File: config.mk
export PLATFORM = sky130hd
export DESIGN_NAME = uart_receiver_flat
export DESIGN_NICKNAME = d
export VERILOG_FILES = /design/src/rtl/uart_receiver_if.sv /design/src/rtl/uart_receiver.sv /design/src/flat_wrapper.sv
export SDC_FILE = /design/constraint.sdc
export NUM_CORES = 1
export LEC_CHECK = 0
export BUFFER_PORTS_ARGS = -buffer_cell sky130_fd_sc_hd__buf_2
export CORE_AREA = 2 2 57 59
export CTS_BUF_LIST = sky130_fd_sc_hd__clkbuf_8
export DETAILED_ROUTE_END_ITERATION = 12
export DIE_AREA = 0 0 59 61
export PLACE_DENSITY_LB_ADDON = 0.1
export SYNTH_ARGS = -nofsm -noshare
export SYNTH_HDL_FRONTEND = slang
export SYNTH_SLANG_ARGS = --single-unit
File: constraint.sdc
create_clock -name clk -period 2.1 [get_ports clk]
set_input_delay 0.105 -clock clk [delete_from_list [all_inputs] [get_ports clk]]
set_output_delay 0.105 -clock clk [all_outputs]
set_load 0.005 [all_outputs]
File: src/rtl/uart_receiver_if.sv
// uart_receiver_if -- bus-side handshake of the UART receiver.
//
// Signals:
//   rd_ack  one-cycle pulse from the bus: it has read data
//   data    last received byte
//   rda     receive data available
//   ferr    framing error of the last loaded frame
//   oerr    overrun: a frame was loaded while rda was still set
//
// Modports:
//   master  bus side (drives rd_ack, observes the status/data)
//   slave   receiver side (observes rd_ack, drives the status/data)
interface uart_receiver_if;
  logic       rd_ack;
  logic [7:0] data;
  logic       rda;
  logic       ferr;
  logic       oerr;

  modport master (output rd_ack, input data, rda, ferr, oerr);
  modport slave  (input rd_ack, output data, rda, ferr, oerr);
endinterface

File: src/rtl/uart_receiver.sv
// uart_receiver -- receive half of the UART (8N1, LSB first).
//
// The serial line is synchronised, then sampled on baud_enable ticks that
// arrive OVERSAMPLE times per bit. A completed frame is loaded into a
// holding register with data-available, framing-error and overrun flags.
//
// Ports:
//   clk          system clock, rising edge
//   rst          asynchronous, active-low reset
//   baud_enable  one-cycle tick at OVERSAMPLE x bit rate
//   rxd          serial input (asynchronous, idles high)
//   bus          uart_receiver_if.slave: rd_ack in; data, rda, ferr, oerr out
//
// Optional build macro:
//   RX_MAJORITY_VOTE_EN  each sample becomes the 2-of-3 majority of rxd_s
//                        seen at ticks N-2, N-1 and N of the sample point.
module uart_receiver #(
  parameter int OVERSAMPLE = 16
) (
  input  logic           clk,
  input  logic           rst,
  input  logic           baud_enable,
  input  logic           rxd,
  uart_receiver_if.slave bus
);

  localparam int TW = $clog2(OVERSAMPLE);
  localparam logic [TW-1:0] HALF_LAST = TW'(OVERSAMPLE / 2 - 1);
  localparam logic [TW-1:0] BIT_LAST  = TW'(OVERSAMPLE - 1);

  typedef enum logic [1:0] {IDLE, START, DATA, STOP} state_t;

  state_t        state_reg, state_next;
  logic [TW-1:0] tick_cnt_reg, tick_cnt_next;
  logic [2:0]    bit_cnt_reg, bit_cnt_next;
  logic [7:0]    shift_reg, shift_next;
  logic [7:0]    data_reg, data_next;
  logic          rda_reg, rda_next;
  logic          ferr_reg, ferr_next;
  logic          oerr_reg, oerr_next;
  logic          break_reg, break_next;
  logic          rxd_meta_reg, rxd_s_reg;
  logic          sample;
  logic          load;

  // Two-flop synchronizer; both flops reset to the idle (high) level.
  always_ff @(posedge clk or negedge rst) begin
    if (!rst) begin
      rxd_meta_reg <= 1'b1;
      rxd_s_reg    <= 1'b1;
    end else begin
      rxd_meta_reg <= rxd;
      rxd_s_reg    <= rxd_meta_reg;
    end
  end

`ifdef RX_MAJORITY_VOTE_EN
  // hist_reg[0] holds rxd_s from the previous tick, hist_reg[1] from the one
  // before. The counters advance every tick, so at sample tick N these are the
  // values from N-1 and N-2.
  logic [1:0] hist_reg;

  always_ff @(posedge clk or negedge rst) begin
    if (!rst) begin
      hist_reg <= 2'b11;
    end else if (baud_enable) begin
      hist_reg <= {hist_reg[0], rxd_s_reg};
    end
  end

  assign sample = (hist_reg[1] & hist_reg[0]) |
                  (hist_reg[1] & rxd_s_reg)   |
                  (hist_reg[0] & rxd_s_reg);
`else
  assign sample = rxd_s_reg;
`endif

  // State register.
  always_ff @(posedge clk or negedge rst) begin
    if (!rst) begin
      state_reg    <= IDLE;
      tick_cnt_reg <= '0;
      bit_cnt_reg  <= '0;
      shift_reg    <= '0;
      data_reg     <= '0;
      rda_reg      <= 1'b0;
      ferr_reg     <= 1'b0;
      oerr_reg     <= 1'b0;
      break_reg    <= 1'b0;
    end else begin
      state_reg    <= state_next;
      tick_cnt_reg <= tick_cnt_next;
      bit_cnt_reg  <= bit_cnt_next;
      shift_reg    <= shift_next;
      data_reg     <= data_next;
      rda_reg      <= rda_next;
      ferr_reg     <= ferr_next;
      oerr_reg     <= oerr_next;
      break_reg    <= break_next;
    end
  end

  // Frame sequencing. Nothing moves without a baud tick, so all state holds
  // between ticks, including mid-frame.
  always_comb begin
    state_next    = state_reg;
    tick_cnt_next = tick_cnt_reg;
    bit_cnt_next  = bit_cnt_reg;
    shift_next    = shift_reg;
    break_next    = break_reg;
    load          = 1'b0;

    if (baud_enable) begin
      case (state_reg)
        IDLE: begin
          // After a frame whose stop bit read low (e.g. a line break), wait
          // for the line to return high so a held-low line loads only once.
          if (break_reg) begin
            if (rxd_s_reg) begin
              break_next = 1'b0;
            end
          end else if (!rxd_s_reg) begin
            state_next    = START;
            tick_cnt_next = '0;
          end
        end

        START: begin
          if (tick_cnt_reg == HALF_LAST) begin
            tick_cnt_next = '0;
            if (!sample) begin
              state_next   = DATA;
              bit_cnt_next = '0;
            end else begin
              state_next = IDLE;  // false start, no flag changes
            end
          end else begin
            tick_cnt_next = tick_cnt_reg + TW'(1);
          end
        end

        DATA: begin
          if (tick_cnt_reg == BIT_LAST) begin
            shift_next    = {sample, shift_reg[7:1]};  // LSB arrives first
            tick_cnt_next = '0;
            bit_cnt_next  = bit_cnt_reg + 3'd1;
            if (bit_cnt_reg == 3'd7) begin
              state_next = STOP;
            end
          end else begin
            tick_cnt_next = tick_cnt_reg + TW'(1);
          end
        end

        STOP: begin
          if (tick_cnt_reg == BIT_LAST) begin
            load          = 1'b1;
            tick_cnt_next = '0;
            state_next    = IDLE;
            if (!sample) begin
              break_next = 1'b1;
            end
          end else begin
            tick_cnt_next = tick_cnt_reg + TW'(1);
          end
        end

        default: state_next = IDLE;
      endcase
    end
  end

  // Holding register and flags. A load on the same edge as rd_ack wins:
  // rda stays set and the ack does not count as an overrun.
  always_comb begin
    data_next = data_reg;
    rda_next  = rda_reg;
    ferr_next = ferr_reg;
    oerr_next = oerr_reg;

    if (load) begin
      data_next = shift_reg;
      rda_next  = 1'b1;
      ferr_next = ~sample;
      if (rda_reg && !bus.rd_ack) begin
        oerr_next = 1'b1;
      end
    end else if (bus.rd_ack && rda_reg) begin
      rda_next  = 1'b0;
      oerr_next = 1'b0;
    end
  end

  assign bus.data = data_reg;
  assign bus.rda  = rda_reg;
  assign bus.ferr = ferr_reg;
  assign bus.oerr = oerr_reg;

endmodule

File: src/flat_wrapper.sv
// flat-port wrapper written by rule: the top's interface ports become plain ports
module uart_receiver_flat 
#(
  parameter int OVERSAMPLE = 16
)
  (clk, rst, baud_enable, rxd, bus_rd_ack, bus_data, bus_rda, bus_ferr, bus_oerr);
  uart_receiver_if bus_i ();
  input  logic clk;
  input  logic rst;
  input  logic baud_enable;
  input  logic rxd;
  input wire logic [$bits(bus_i.rd_ack)-1:0] bus_rd_ack;
  output wire logic [$bits(bus_i.data)-1:0] bus_data;
  output wire logic [$bits(bus_i.rda)-1:0] bus_rda;
  output wire logic [$bits(bus_i.ferr)-1:0] bus_ferr;
  output wire logic [$bits(bus_i.oerr)-1:0] bus_oerr;
  assign bus_i.rd_ack = bus_rd_ack;
  assign bus_data = bus_i.data;
  assign bus_rda = bus_i.rda;
  assign bus_ferr = bus_i.ferr;
  assign bus_oerr = bus_i.oerr;
  uart_receiver #(.OVERSAMPLE(OVERSAMPLE)) u_core (.clk(clk), .rst(rst), .baud_enable(baud_enable), .rxd(rxd), .bus(bus_i));
endmodule
### Word-level counts from Yosys, hierarchy flattened

Index checks and enable logic that the tools add are counted.

| word-level totals | value |
|---|---|
| output and inout port bits | 11 |
| input port bits | 5 |
| bits in registers | 31 |
| word-level logic and storage cells | 72 |

| cells by class | value |
|---|---|
| eq/ne operators | 15 |
| bitwise operators | 1 |
| reductions and logical operators | 14 |
| multiplexer cells | 29 |
| $add $sub $neg | 2 |

Operators by type and width:

| operator | number |
|---|---|
| 4-bit two-way mux | 4 |
| 2-bit two-way mux | 7 |
| 4-bit one-hot mux with 3 select lines | 1 |
| 1-bit two-way mux | 11 |
| 2-bit != test, second input constant | 5 |
| 3-bit two-way mux | 3 |
| 2-bit by 1-bit != test with 1-bit output, second input constant | 4 |
| 2-bit one-hot mux with 4 select lines | 1 |
| 7-bit AND reduction | 1 |
| 3-bit one-hot mux with 2 select lines | 1 |
| 3-bit AND reduction | 2 |
| 2-bit nonzero test | 3 |
| 5-bit AND reduction | 1 |
| 4-bit by 1-bit adder with 4-bit output, second input constant | 1 |
| 2-bit == test, second input constant | 2 |
| 4-bit by 3-bit == test with 1-bit output, second input constant | 1 |
| 4-bit == test, second input constant | 1 |
| 4-bit AND reduction | 1 |
| 3-bit by 1-bit adder with 3-bit output, second input constant | 1 |
| 3-bit == test, second input constant | 1 |
| 2-bit by 1-bit == test with 1-bit output, second input constant | 1 |
| 1-bit logical AND | 2 |
| 2-bit zero test | 1 |
| 1-bit one-hot mux with 2 select lines | 1 |
| 4 further kinds | 4 |

### Logic depth before layout (Yosys ltp)

| depth | value |
|---|---|
| depth in word-level cells | 6 |
| depth in mapped cells | 5 |
| depth with buffers taken out | 5 |

### Worst setup path before layout

OpenSTA, ideal clock, no wires.

| timing path | value |
|---|---|
| path kind | reg-to-reg |
| from | register u_core.tick_cnt_reg[0] |
| to | register u_core.shift_reg[0] |
| clock period less this slack | 1.523 ns |
| setup time | 0.125 ns |
| setup slack | 0.577 ns |
| arrival | 1.398 ns |
| data required time | 1.975 ns |
| buffers on the path | 0 |
| stages on the path, launching flop included | 5 |
| path through | dfrtp_1 ha_1 nand4_2 nor2_4 mux2_2 |

| between the ends | value |
|---|---|
| word-level cells in the longest chain between the ends | 2 |

RTL lines:

| what | line | RTL |
|---|---|---|
| start, declared | uart_receiver.sv:34 | `logic [TW-1:0] tick_cnt_reg, tick_cnt_next;` |
| start signal, assigned | uart_receiver.sv:92 | `tick_cnt_reg <= tick_cnt_next;` |
| 4-bit == test | uart_receiver.sv:143 | `if (tick_cnt_reg == BIT_LAST) begin` |
| 3-bit AND reduction (no line) | -- |  |
| end signal, assigned | uart_receiver.sv:94 | `shift_reg <= shift_next;` |
| end, declared | uart_receiver.sv:36 | `logic [7:0] shift_reg, shift_next;` |

No other way between the ends.
A chain may end at the register's enable or synchronous reset.

==> flow_metrics.env <==
export IMPL_status="finished clean"
export IMPL_first_pass_iters=4
export IMPL_core_area_um2=2950
export IMPL_pwr_share_seq=0.466
export IMPL_clock_skew_final_ns=0.00537
export IMPL_met3_usage=0.0597
export IMPL_path_class="reg -> reg"
export IMPL_ant_nets=0
export IMPL_die_y_um=61
export IMPL_syn_avg_cell_area_um2=12.3
export IMPL_cp_arrival_ns=1.92
export IMPL_tightest_slew_ns=0.687
export IMPL_worst_path_max_fanout=15
export IMPL_fin_tns_setup_ns=0
export IMPL_start_util=0.488
export IMPL_leakagePower_nw=0.790
export IMPL_setup_viol=0
export IMPL_synthesis_nets=125
export IMPL_r2r_slack_ns=0.34
export IMPL_cp_cell_sequence="nand4_2, nor2_4, mux2_2"
export IMPL_max_freq_mhz=569
export IMPL_drc_errors=0
export IMPL_synth_cell_types=39
export IMPL_synth_flop_cell="dfrtp_1"
export IMPL_reg2regPathDepth=3
export IMPL_worst_path_buf_inv=0
export IMPL_synthCells=117
export IMPL_io_buffers=15
export IMPL_routedWlPerCell_um=14.8
export IMPL_final_min_clock_period_ns=1.76
export IMPL_drv_cap=0
export IMPL_viasPerCell=5.74
export IMPL_slew_headroom=0.542
export IMPL_htreeDepth=2
export IMPL_p_int_mw=1.22
export IMPL_grt_pass1_wl_um=4220
export IMPL_regToRegEndpoint="u_core.shift_reg[7]"
export IMPL_slowest_stage="dfrtp_1"
export IMPL_finalHoldViolCount=0
export IMPL_finalWirelength_um=2510
export IMPL_peakVddDrop_uv=608
export IMPL_syn_area_um2=1440
export IMPL_cts_sinks=31
export IMPL_ys_seq_area_frac=0.540
export IMPL_maxSlewViolCount=0
export IMPL_layout_commonest_cell="dfrtp_1"
export IMPL_fin_area_um2=1660
export IMPL_numCtsBuffers=5
export IMPL_combPwrFrac=0.226
export IMPL_num_vias=975
export IMPL_clkSlewWorstSetupHoldPaths_ns=0.06
export IMPL_grt_overflow_total=0
export IMPL_grt_use_total=0.164
export IMPL_ios=16
export IMPL_gp_congestion=0.735
export IMPL_switching_share=0.316
export IMPL_yosys_warnings=0
export IMPL_fin_crit_sh=0.837
export IMPL_fp_row_count=20
export IMPL_die_w_um=59
export IMPL_busiest_layer="met2"
export IMPL_cp_start_kind="flip-flop"
export IMPL_clockRootBuffer="clkbuf_8"
export IMPL_worstHoldPathCells=3
export IMPL_grt_max_degree=32
export IMPL_clock_power_share=0.308
export IMPL_cts_max_path_buffers=2
export IMPL_use_met2=0.240
export IMPL_nets=145
export IMPL_rsz0062_at_grt="no"
export IMPL_min_path_type="in -> reg"
export IMPL_critPathTopFamily="flip-flops"
export IMPL_cts_resized=0
export IMPL_p_sw_mw=0.563
export IMPL_dpl_cell_area_um2=1530
export IMPL_first_global_vias=882
export IMPL_cts_tree="done"
export IMPL_drive_gt1_frac=0.314
export IMPL_clk_latency_ns=0.28
export IMPL_cp_slowest_stage_delay_ns=0.64
export IMPL_synth_seq_cells=31
export IMPL_min_to="u_core.bus.rda"
export IMPL_area_growth_pct=15.0
export IMPL_holdCritStartpoint="bus_rd_ack"
export IMPL_antenna_found_initial=0
export IMPL_grtUsageMet1=0.222
export IMPL_layout_common_cells="dfrtp_1, mux2_2, buf_2"
export IMPL_synth_edf_count=0
export IMPL_cp_end_kind="flip-flop"
export IMPL_die_area_um2=3600
export IMPL_synthArstFlopShare=1.00
export IMPL_drt_iter0_drc=10
export IMPL_power_density_nw_per_um2=1080
export IMPL_worstPathRequired_ns=2.26
export IMPL_dp_hpwl_um=1680
export IMPL_diodes=0
## worst min-delay path, delay by kind of cell
family	cells	cell delay, ns
simple gates	2	0.17
buf+inv	1	0.08
## area by class of cell
| type | instances | area, um^2 |
|---|---|---|
| well taps | 33 | 41.3 |
| fillers | 264 | 1300 |
| flip-flops and latches | 31 | 778 |
| inverters | 1 | 3.75 |
| clock buffers | 5 | 68.8 |
| multi-input cells | 80 | 628 |
| repair buffers | 18 | 103 |
| clock inverters | 2 | 33.8 |
## through the flow
step,total power [mW],util,hold WS [ns],setup WS [ns],std cells
after global routing,1.90,0.561,0.117,0.191,170
after CTS,1.81,0.561,0.100,0.333,170
after floorplan,1.15,-,-0.191,0.577,117
after global placement,1.23,0.519,0.183,0.410,161
after detailed placement,1.24,0.519,0.199,0.354,161
final,1.78,0.561,0.110,0.342,170
## worst max path at each step
stage	from	endpoint	slack, ns	cells after the start
2_1_floorplan	u_core.tick_cnt_reg[0]	u_core.shift_reg[0]	0.58	4
3_3_place_gp	u_core.tick_cnt_reg[0]	u_core.shift_reg[6]	0.41	4
3_5_place_dp	u_core.tick_cnt_reg[0]	u_core.shift_reg[2]	0.35	4
4_1_cts	u_core.tick_cnt_reg[0]	u_core.shift_reg[7]	0.33	4
5_1_grt	u_core.tick_cnt_reg[0]	u_core.shift_reg[5]	0.19	4
6_report	flip-flop	u_core.shift_reg[7]	0.34	3
## layer usage
layer	part of all wire	wire length, um
met1	0.49	1230
met2	0.45	1120
met3	0.046	115
met4	0.015	37
met5	0	0
## cells by family (layout without fill, tap and decap cells)
logic type | count (synthesis) | in the layout | share of synthesized area
adders and majority gates | 3 | 3 | 0.0261
and+or+nand+nor | 34 | 34 | 0.145
xor gates and xnor gates | 1 | 1 | 0.00608
buffers and inverters | 6 | 26 | 0.0234
muxes | 18 | 18 | 0.139
DFF | 31 | 31 | 0.540
AOI/OAI and AO/OA | 24 | 24 | 0.120
## what timing repair did
action | CTS | global route
endpoints found under the hold margin | 30 | 0
buffers inserted | 0 | 0
hold buffers | 2 | 0
## synthesized netlist by cell type (2+ instances only)
master     instances  share of area
buf_2              3          0.010
buf_4              2          0.010
dfrtp_1           29           0.50
dfstp_2            2          0.036
ha_1               3          0.026
mux2_2            16           0.13
mux2i_1            2          0.014
nand2_1            8          0.021
nand2b_1           2         0.0087
nand3_1            5          0.017
nand3b_1           2          0.010
nor2_1             3         0.0078
nor2b_1            4          0.017
nor3_1             2         0.0070
o2111ai_1          2          0.012
o211ai_1           3          0.016
o21ai_0            6          0.021
o31ai_1            2          0.010
## power by group through the flow
| stage | sequential (mW) | combinational [mW] | clock, mW |
|---|---|---|---|
| finish | 0.832 | 0.402 | 0.549 |
| global route | 0.851 | 0.458 | 0.587 |
| CTS | 0.831 | 0.407 | 0.569 |
| detailed placement | 0.840 | 0.400 | 0 |
| global placement | 0.832 | 0.395 | 0 |
| floorplan | 0.761 | 0.385 | 0 |
(Power assumes the default switching activity.)
